### src/rtl/rf_seq_pkg.sv
// rf_seq_pkg: shared opcodes, FSM encoding and width defaults for the register-file sequencer.
package rf_seq_pkg;
    localparam int DATA_W_DEF = 16;
    localparam int SEL_W_DEF  = 3;
    typedef enum logic [1:0] {OP_MOV = 2'b00, OP_ADD = 2'b01, OP_SUB = 2'b10, OP_LDI = 2'b11} op_e;
    typedef enum logic [1:0] {S_IDLE = 2'b00, S_RDA = 2'b01, S_RDB = 2'b10, S_WR = 2'b11} state_e;
endpackage

### src/rtl/rf_seq_alu.sv
// rf_seq_alu: combinational add/subtract; the extra top bit is carry (add) or borrow (sub).
module rf_seq_alu
    import rf_seq_pkg::*;
#(
    parameter int DATA_W = DATA_W_DEF
) (
    input  logic [DATA_W-1:0] a,
    input  logic [DATA_W-1:0] b,
    input  logic              sub,
    output logic [DATA_W:0]   res
);
    assign res = sub ? {1'b0, a} - {1'b0, b} : {1'b0, a} + {1'b0, b};
endmodule

### src/rtl/rf_seq_ctrl.sv
// rf_seq_ctrl: sequences MOV/ADD/SUB/LDI over an external register bank via a shared read mux
// and one-hot load enables, one register read per cycle.
module rf_seq_ctrl
    import rf_seq_pkg::*;
#(
    parameter int DATA_W = DATA_W_DEF,
    parameter int SEL_W  = SEL_W_DEF
) (
    input  logic                  clk,
    input  logic                  reset,
    input  logic                  op_valid,
    output logic                  op_ready,
    input  logic [1:0]            op_code,
    input  logic [SEL_W-1:0]      op_dst,
    input  logic [SEL_W-1:0]      op_srca,
    input  logic [SEL_W-1:0]      op_srcb,
    input  logic [DATA_W-1:0]     op_imm,
    output logic [SEL_W-1:0]      rd_sel,
    input  logic [DATA_W-1:0]     rd_data,
    output logic [(1<<SEL_W)-1:0] wr_load,
    output logic [DATA_W-1:0]     wr_data,
    output logic                  done,
    output logic                  carry
);
    localparam int NREG = 1 << SEL_W;

    state_e            state, nxt;
    op_e               op;
    logic [SEL_W-1:0]  dst, srca, srcb;
    logic [DATA_W-1:0] imm, opa, opb, result;
    logic [DATA_W:0]   alu_res;
    logic              accept;

    assign accept = (state == S_IDLE) && op_valid;

    rf_seq_alu #(.DATA_W(DATA_W)) u_alu (
        .a   (opa),
        .b   (opb),
        .sub (op == OP_SUB),
        .res (alu_res)
    );

    always_ff @(posedge clk or negedge reset) begin
        if (!reset) begin
            state <= S_IDLE;
            op    <= OP_MOV;
            dst   <= '0;
            srca  <= '0;
            srcb  <= '0;
            imm   <= '0;
            opa   <= '0;
            opb   <= '0;
            carry <= 1'b0;
        end else begin
            state <= nxt;
            if (accept) begin
                op   <= op_e'(op_code);
                dst  <= op_dst;
                srca <= op_srca;
                srcb <= op_srcb;
                imm  <= op_imm;
            end
            if (state == S_RDA) opa <= rd_data;
            if (state == S_RDB) opb <= rd_data;
            if (state == S_WR && (op == OP_ADD || op == OP_SUB)) carry <= alu_res[DATA_W];
        end
    end

    always_comb begin
        nxt = state;
        case (state)
            S_IDLE:  if (op_valid) nxt = (op_e'(op_code) == OP_LDI) ? S_WR : S_RDA;
            S_RDA:   nxt = (op == OP_MOV) ? S_WR : S_RDB;
            S_RDB:   nxt = S_WR;
            default: nxt = S_IDLE;
        endcase
    end

    assign result   = (op == OP_MOV) ? opa : (op == OP_LDI) ? imm : alu_res[DATA_W-1:0];
    assign op_ready = (state == S_IDLE);
    assign rd_sel   = (state == S_RDA) ? srca : (state == S_RDB) ? srcb : '0;
    assign done     = (state == S_WR);
    assign wr_data  = done ? result : '0;
    assign wr_load  = done ? ({{(NREG-1){1'b0}}, 1'b1} << dst) : '0;
endmodule

### config.mk
export PLATFORM = sky130hd
export DESIGN_NAME = rf_seq_ctrl
export DESIGN_NICKNAME = d
export VERILOG_FILES = /design/src/rtl/rf_seq_pkg.sv /design/src/rtl/rf_seq_alu.sv /design/src/rtl/rf_seq_ctrl.sv
export SDC_FILE = /design/constraint.sdc
export NUM_CORES = 1
export LEC_CHECK = 0
export ABC_AREA = 1
export BUFFER_PORTS_ARGS = -buffer_cell sky130_fd_sc_hd__buf_2
export CAP_MARGIN = 5
export CORE_MARGIN = 8
export CORE_UTILIZATION = 40
export CTS_BUF_LIST = sky130_fd_sc_hd__clkbuf_4 sky130_fd_sc_hd__clkbuf_8 sky130_fd_sc_hd__clkbuf_16
export CTS_CLUSTER_DIAMETER = 150
export DETAILED_ROUTE_END_ITERATION = 16
export GPL_ROUTABILITY_DRIVEN = 0
export PLACE_DENSITY = 0.62
export SLEW_MARGIN = 20
export SYNTH_ARGS = -nofsm -noshare
export SYNTH_HDL_FRONTEND = slang
export SYNTH_SLANG_ARGS = --single-unit
### constraint.sdc
create_clock -name clk -period 3.7 [get_ports clk]
set_clock_uncertainty 0.2 [all_clocks]
set_input_delay 0.37 -clock clk [delete_from_list [all_inputs] [get_ports clk]]
set_output_delay 0.37 -clock clk [all_outputs]
set_load 0.05 [all_outputs]
# After elaboration in Yosys (flattened, before gate mapping)
# Index checks and enable logic that the tools add are counted.
# word_totals
regBits,62
input_bits,46
output_inout_bits,30
elab_cells,36
# classes
addsub,2
eq_ne,8
n_shift,1
muxes,11
reduce_logical,5
# op_table
op,count
16-bit 2-to-1 mux,3
16-bit by 16-bit adder with 17-bit output,1
17-bit 2-to-1 mux,1
16-bit by 16-bit subtractor with 17-bit output,1
2-bit == test (second input constant),5
8-bit 2-to-1 mux,1
1-bit by 3-bit left shift with 8-bit output (first input constant),1
3-bit 2-to-1 mux,2
2-bit case mux with 3 select lines,1
2-bit by 1-bit == test with 1-bit output (second input constant),2
2-bit zero test,2
2-bit 2-to-1 mux,2
1-bit logical AND,2
2-bit inequality test (second input constant),1
1-bit logical OR,1
1-bit 2-to-1 mux,1

# Depth between registers and ports, before layout
# logic_depth
ltp_word,5
ltp_mapped,20
depth_no_buf,20

# Modules after synthesis
# A second synthesis with hierarchy kept.
# unflattened
cells_unflattened,726
hier_area_um2,4828.4
# by_module_without_submodules
mod,instances,cells_each,area_per_inst_um2,seq_area_each_um2
rf_seq_ctrl,1,417,3280.6,1551.5
rf_seq_alu,1,309,1547.7,0.0

# Least setup slack after synthesis
# Ideal clock, no wire load.
# synth_timing
kind,flip-flop to output port
startpoint,register opb[0]
endpoint,output wr_data[15]
arrival_ns,2.993
required_ns,3.130
slack_ns,0.137
path_stages_with_launch,21
path_buffers,0
cell_sequence,dfrtp_1 -> inv_2 -> ha_1 -> inv_1 -> nor2_1 -> nand2_1 -> nor3_4 -> nand3_2 -> nand2_2 -> o21ai_2 -> xor2_1 -> ha_1 -> nand2_1 -> inv_1 -> nand2_1 -> nand2_1 -> a21oi_1 -> nand2_1 -> nand2_1 -> nand3_1 -> a21oi_1
# synth_between
elab_chain_cells,5
elab_cells_between_ends,6
classes_between,2 x add/sub; 4 x mux
# synth_lines
element,line_no,text
from (decl),rf_seq_ctrl.sv:30,"logic [DATA_W-1:0] imm, opa, opb, result;"
from (signal assigned),rf_seq_ctrl.sv:64,if (state == S_RDB) opb <= rd_data;
16-bit by 16-bit adder with 17-bit output or 16-bit by 16-bit subtractor with 17-bit output (tied branches),rf_seq_alu.sv:12,"assign res = sub ? {1'b0, a} - {1'b0, b} : {1'b0, a} + {1'b0, b};"
17-bit 2-to-1 mux *,rf_seq_alu.sv:12,
16-bit 2-to-1 mux * (2 in series),rf_seq_ctrl.sv:79,assign result = (op == OP_MOV) ? opa : (op == OP_LDI) ? imm : alu_res[DATA_W-1:0];
16-bit 2-to-1 mux *,rf_seq_ctrl.sv:83,assign wr_data = done ? result : '0;
to (decl),rf_seq_ctrl.sv:21,"output logic [DATA_W-1:0] wr_data,"
# Mark *: on every way between the ends. The rest lies on a longest branch, timed or not.

# Worst setup path in the final report
# Ends and elaborated chain as after synthesis.

==> results_dict.tcl <==
set metrics [dict create \
    cts.clk_slew.worst_paths_ps 70 \
    status "completed" \
    grt_pass1_vias 4297 \
    htree_levels 3 \
    port_buffers 75 \
    slew_headroom_pct 55.6 \
    final_common_cell "nand2_1" \
    ant_nets 0 \
    startpoint "opb[0]" \
    grt_pass1_wl_mm 19.9 \
    dpl_cell_area_um2 4810 \
    syn_nets 648 \
    syn_area_um2 4290 \
    ys_ff_latch 62 \
    drtIter0Drc 154 \
    async_reset_ff_share_pct 100 \
    dieHeight_um 120 \
    hold_class "input port to flop" \
    fp.coreArea_um2 10700 \
    dp.final_hpwl_mm 9.08 \
    cts_tree "built" \
    path_class "flop to primary output" \
    drv_slew 0 \
    synth_cell_types 38 \
    ff2ff_path_depth 21 \
    synth_edf_count 0 \
    regToRegSetupSlack_ps 780 \
    rr_startpoint "opb[0]" \
    wirelength_mm 11.6 \
    yosys_warnings 0 \
    viasPerCell 4.93 \
    worstMarginPinSlew_ps 664 \
    end_kind "primary output" \
    setup_viol 0 \
    final_cell_mix "nand2_1, inv_1, buf_2" \
    crit_end "wr_data[15]" \
    floorplan.initialDensity_pct 40.3 \
    drc_errors 0 \
    grt_overflow 0 \
    arrival_ps 3060 \
    final_util_pct 49.5 \
    insertion_delay_ps 340 \
    drive_gt1_share_pct 29.9 \
    nNetsFinal 731 \
    syn_to_final_growth_pct 22.8 \
    final_cell_area_um2 5270 \
    wl_per_cell_um 14.5 \
    ys_seq_area_share_pct 36.2 \
    timing.rr.end "carry" \
    fmax_mhz 275 \
    pre_cts_ws_ps 172 \
    antennaDiodeCount 0 \
    period_share_pct 98.2 \
    finalWorstSetupSlack_ps 65.3 \
    ctsRootBufferMaster "clkbuf_8" \
    placement_rows 38 \
    antenna_found_initial 0 \
    cts_buffers 9 \
    io_pins 76 \
    rsz0062_at_grt "true" \
    grt_max_degree 37 \
    track_usage_pct 17.0 \
    startpoint_type "flop" \
    fp.dieW_um 120 \
    fin_crit_ps 3630 \
    hold_viol 0 \
    vias 3955 \
    cts_buffer_depth 2 \
    avgSynthCellArea_um2 7.44 \
    critPathRequiredTime_ps 3130 \
    die_area_um2 14300 \
    cts.sinks 62 \
    synthFlopType "dfrtp_1" \
    drt_pre_antenna_iters 4 \
    synthCells 577 \
    worstPathMaxFanout 4 \
    max-cap-violations 0 \
]
metrics by stage:
step / instances / TNS, ps / hold slack (ps)
floorplan: 577 / 0 / -126
global placement: 781 / 0 / 222
detailed placement: 781 / 0 / 227
CTS: 803 / -5.33 / 29.9
global route: 803 / -535 / 34.1
finish: 803 / 0 / 39.8
per-layer routing:
metal	share of wire (%)	up-vias	global-route usage, %
li1	-	1991	-
met1	44	1859	19.5
met2	50	83	30.3
met3	3.7	22	3.71
met4	2.6	0	6.25
met5	0	-	0
timing repair:
action	4_1_cts	5_1_grt
hold endpoints to repair	26	0
setup buffers	7	0
hold buffers	1	0
pin swaps	11	14
endpoints found under the setup margin	8	12
gates resized for setup	22	39
worst min-delay path by stage:
stage                           start  endpoint  cells past startpoint
after floorplan                 reset     carry                      0
after global placement          reset    opa[3]                      1
after detailed placement        reset    opa[3]                      1
after CTS                 rd_data[13]   opa[13]                      3
after global routing      rd_data[13]   opa[13]                      3
final                     rd_data[13]   opa[13]                      3
cells by family after synthesis:
logic type	after synthesis	share of synthesized area, %
flops	62	36.2
compound gates	88	10.9
mux	23	6.04
simple gates	263	26.9
buf+inv	98	8.87
fa+ha+maj	25	7.47
xor+xnor	18	3.67
worst max-delay path, cell delays in order (launching register included):
cell     delay [ps]
dfrtp_1         390
inv_2            80
ha_4            140
inv_4            40
nor2_4          110
nand2_4          80
nor3_4          210
nand3_2         100
nand2_2         100
o21ai_2          60
xor2_1          150
ha_1            320
nand2_2         100
inv_2            30
nand2_1          50
nand2_1          60
a21oi_2         130
nand2_1          60
nand2_1          70
nand3_2          70
a21oi_2         180
buf_6           180
cells in the mapped netlist, types with 3 or more instances:
| cell | count | area [µm²] |
|---|---|---|
| nor3_1 | 3 | 15.0 |
| ha_1 | 24 | 300 |
| nand3b_1 | 4 | 30.0 |
| o21ai_1 | 5 | 25.0 |
| nand3_2 | 4 | 40.0 |
| inv_1 | 69 | 259 |
| nand3_1 | 25 | 125 |
| nor2_1 | 31 | 116 |
| nand2_1 | 170 | 638 |
| or2_2 | 3 | 18.8 |
| xor2_1 | 16 | 140 |
| mux2_2 | 23 | 259 |
| clkbuf_1 | 10 | 37.5 |
| a21oi_1 | 39 | 195 |
| dfrtp_1 | 62 | 1550 |
| o21ai_0 | 35 | 175 |
| inv_2 | 10 | 37.5 |
| nand2_2 | 13 | 81.3 |
| buf_2 | 5 | 25.0 |
sequential cells by signal, indices dropped and copies added, names as in the netlist:
name and count:
opa 16, carry 1, srcb 3, state 2
op 2, dst 3, srca 3, imm 16
opb 16
area by class of cell:
cell class	count	area, µm²
Multi-Input combinational cell	417	2540
Inverter	82	313
Fill cell	1079	5380
Clock inverter	2	10.0
Timing Repair Buffer	88	527
Tap cell	140	175
Sequential cell	62	1550
Clock buffer	12	153
Power is left out: the tool's default activity adds up to more than one toggle a clock period on the data nets, which glitch-free logic cannot reach.
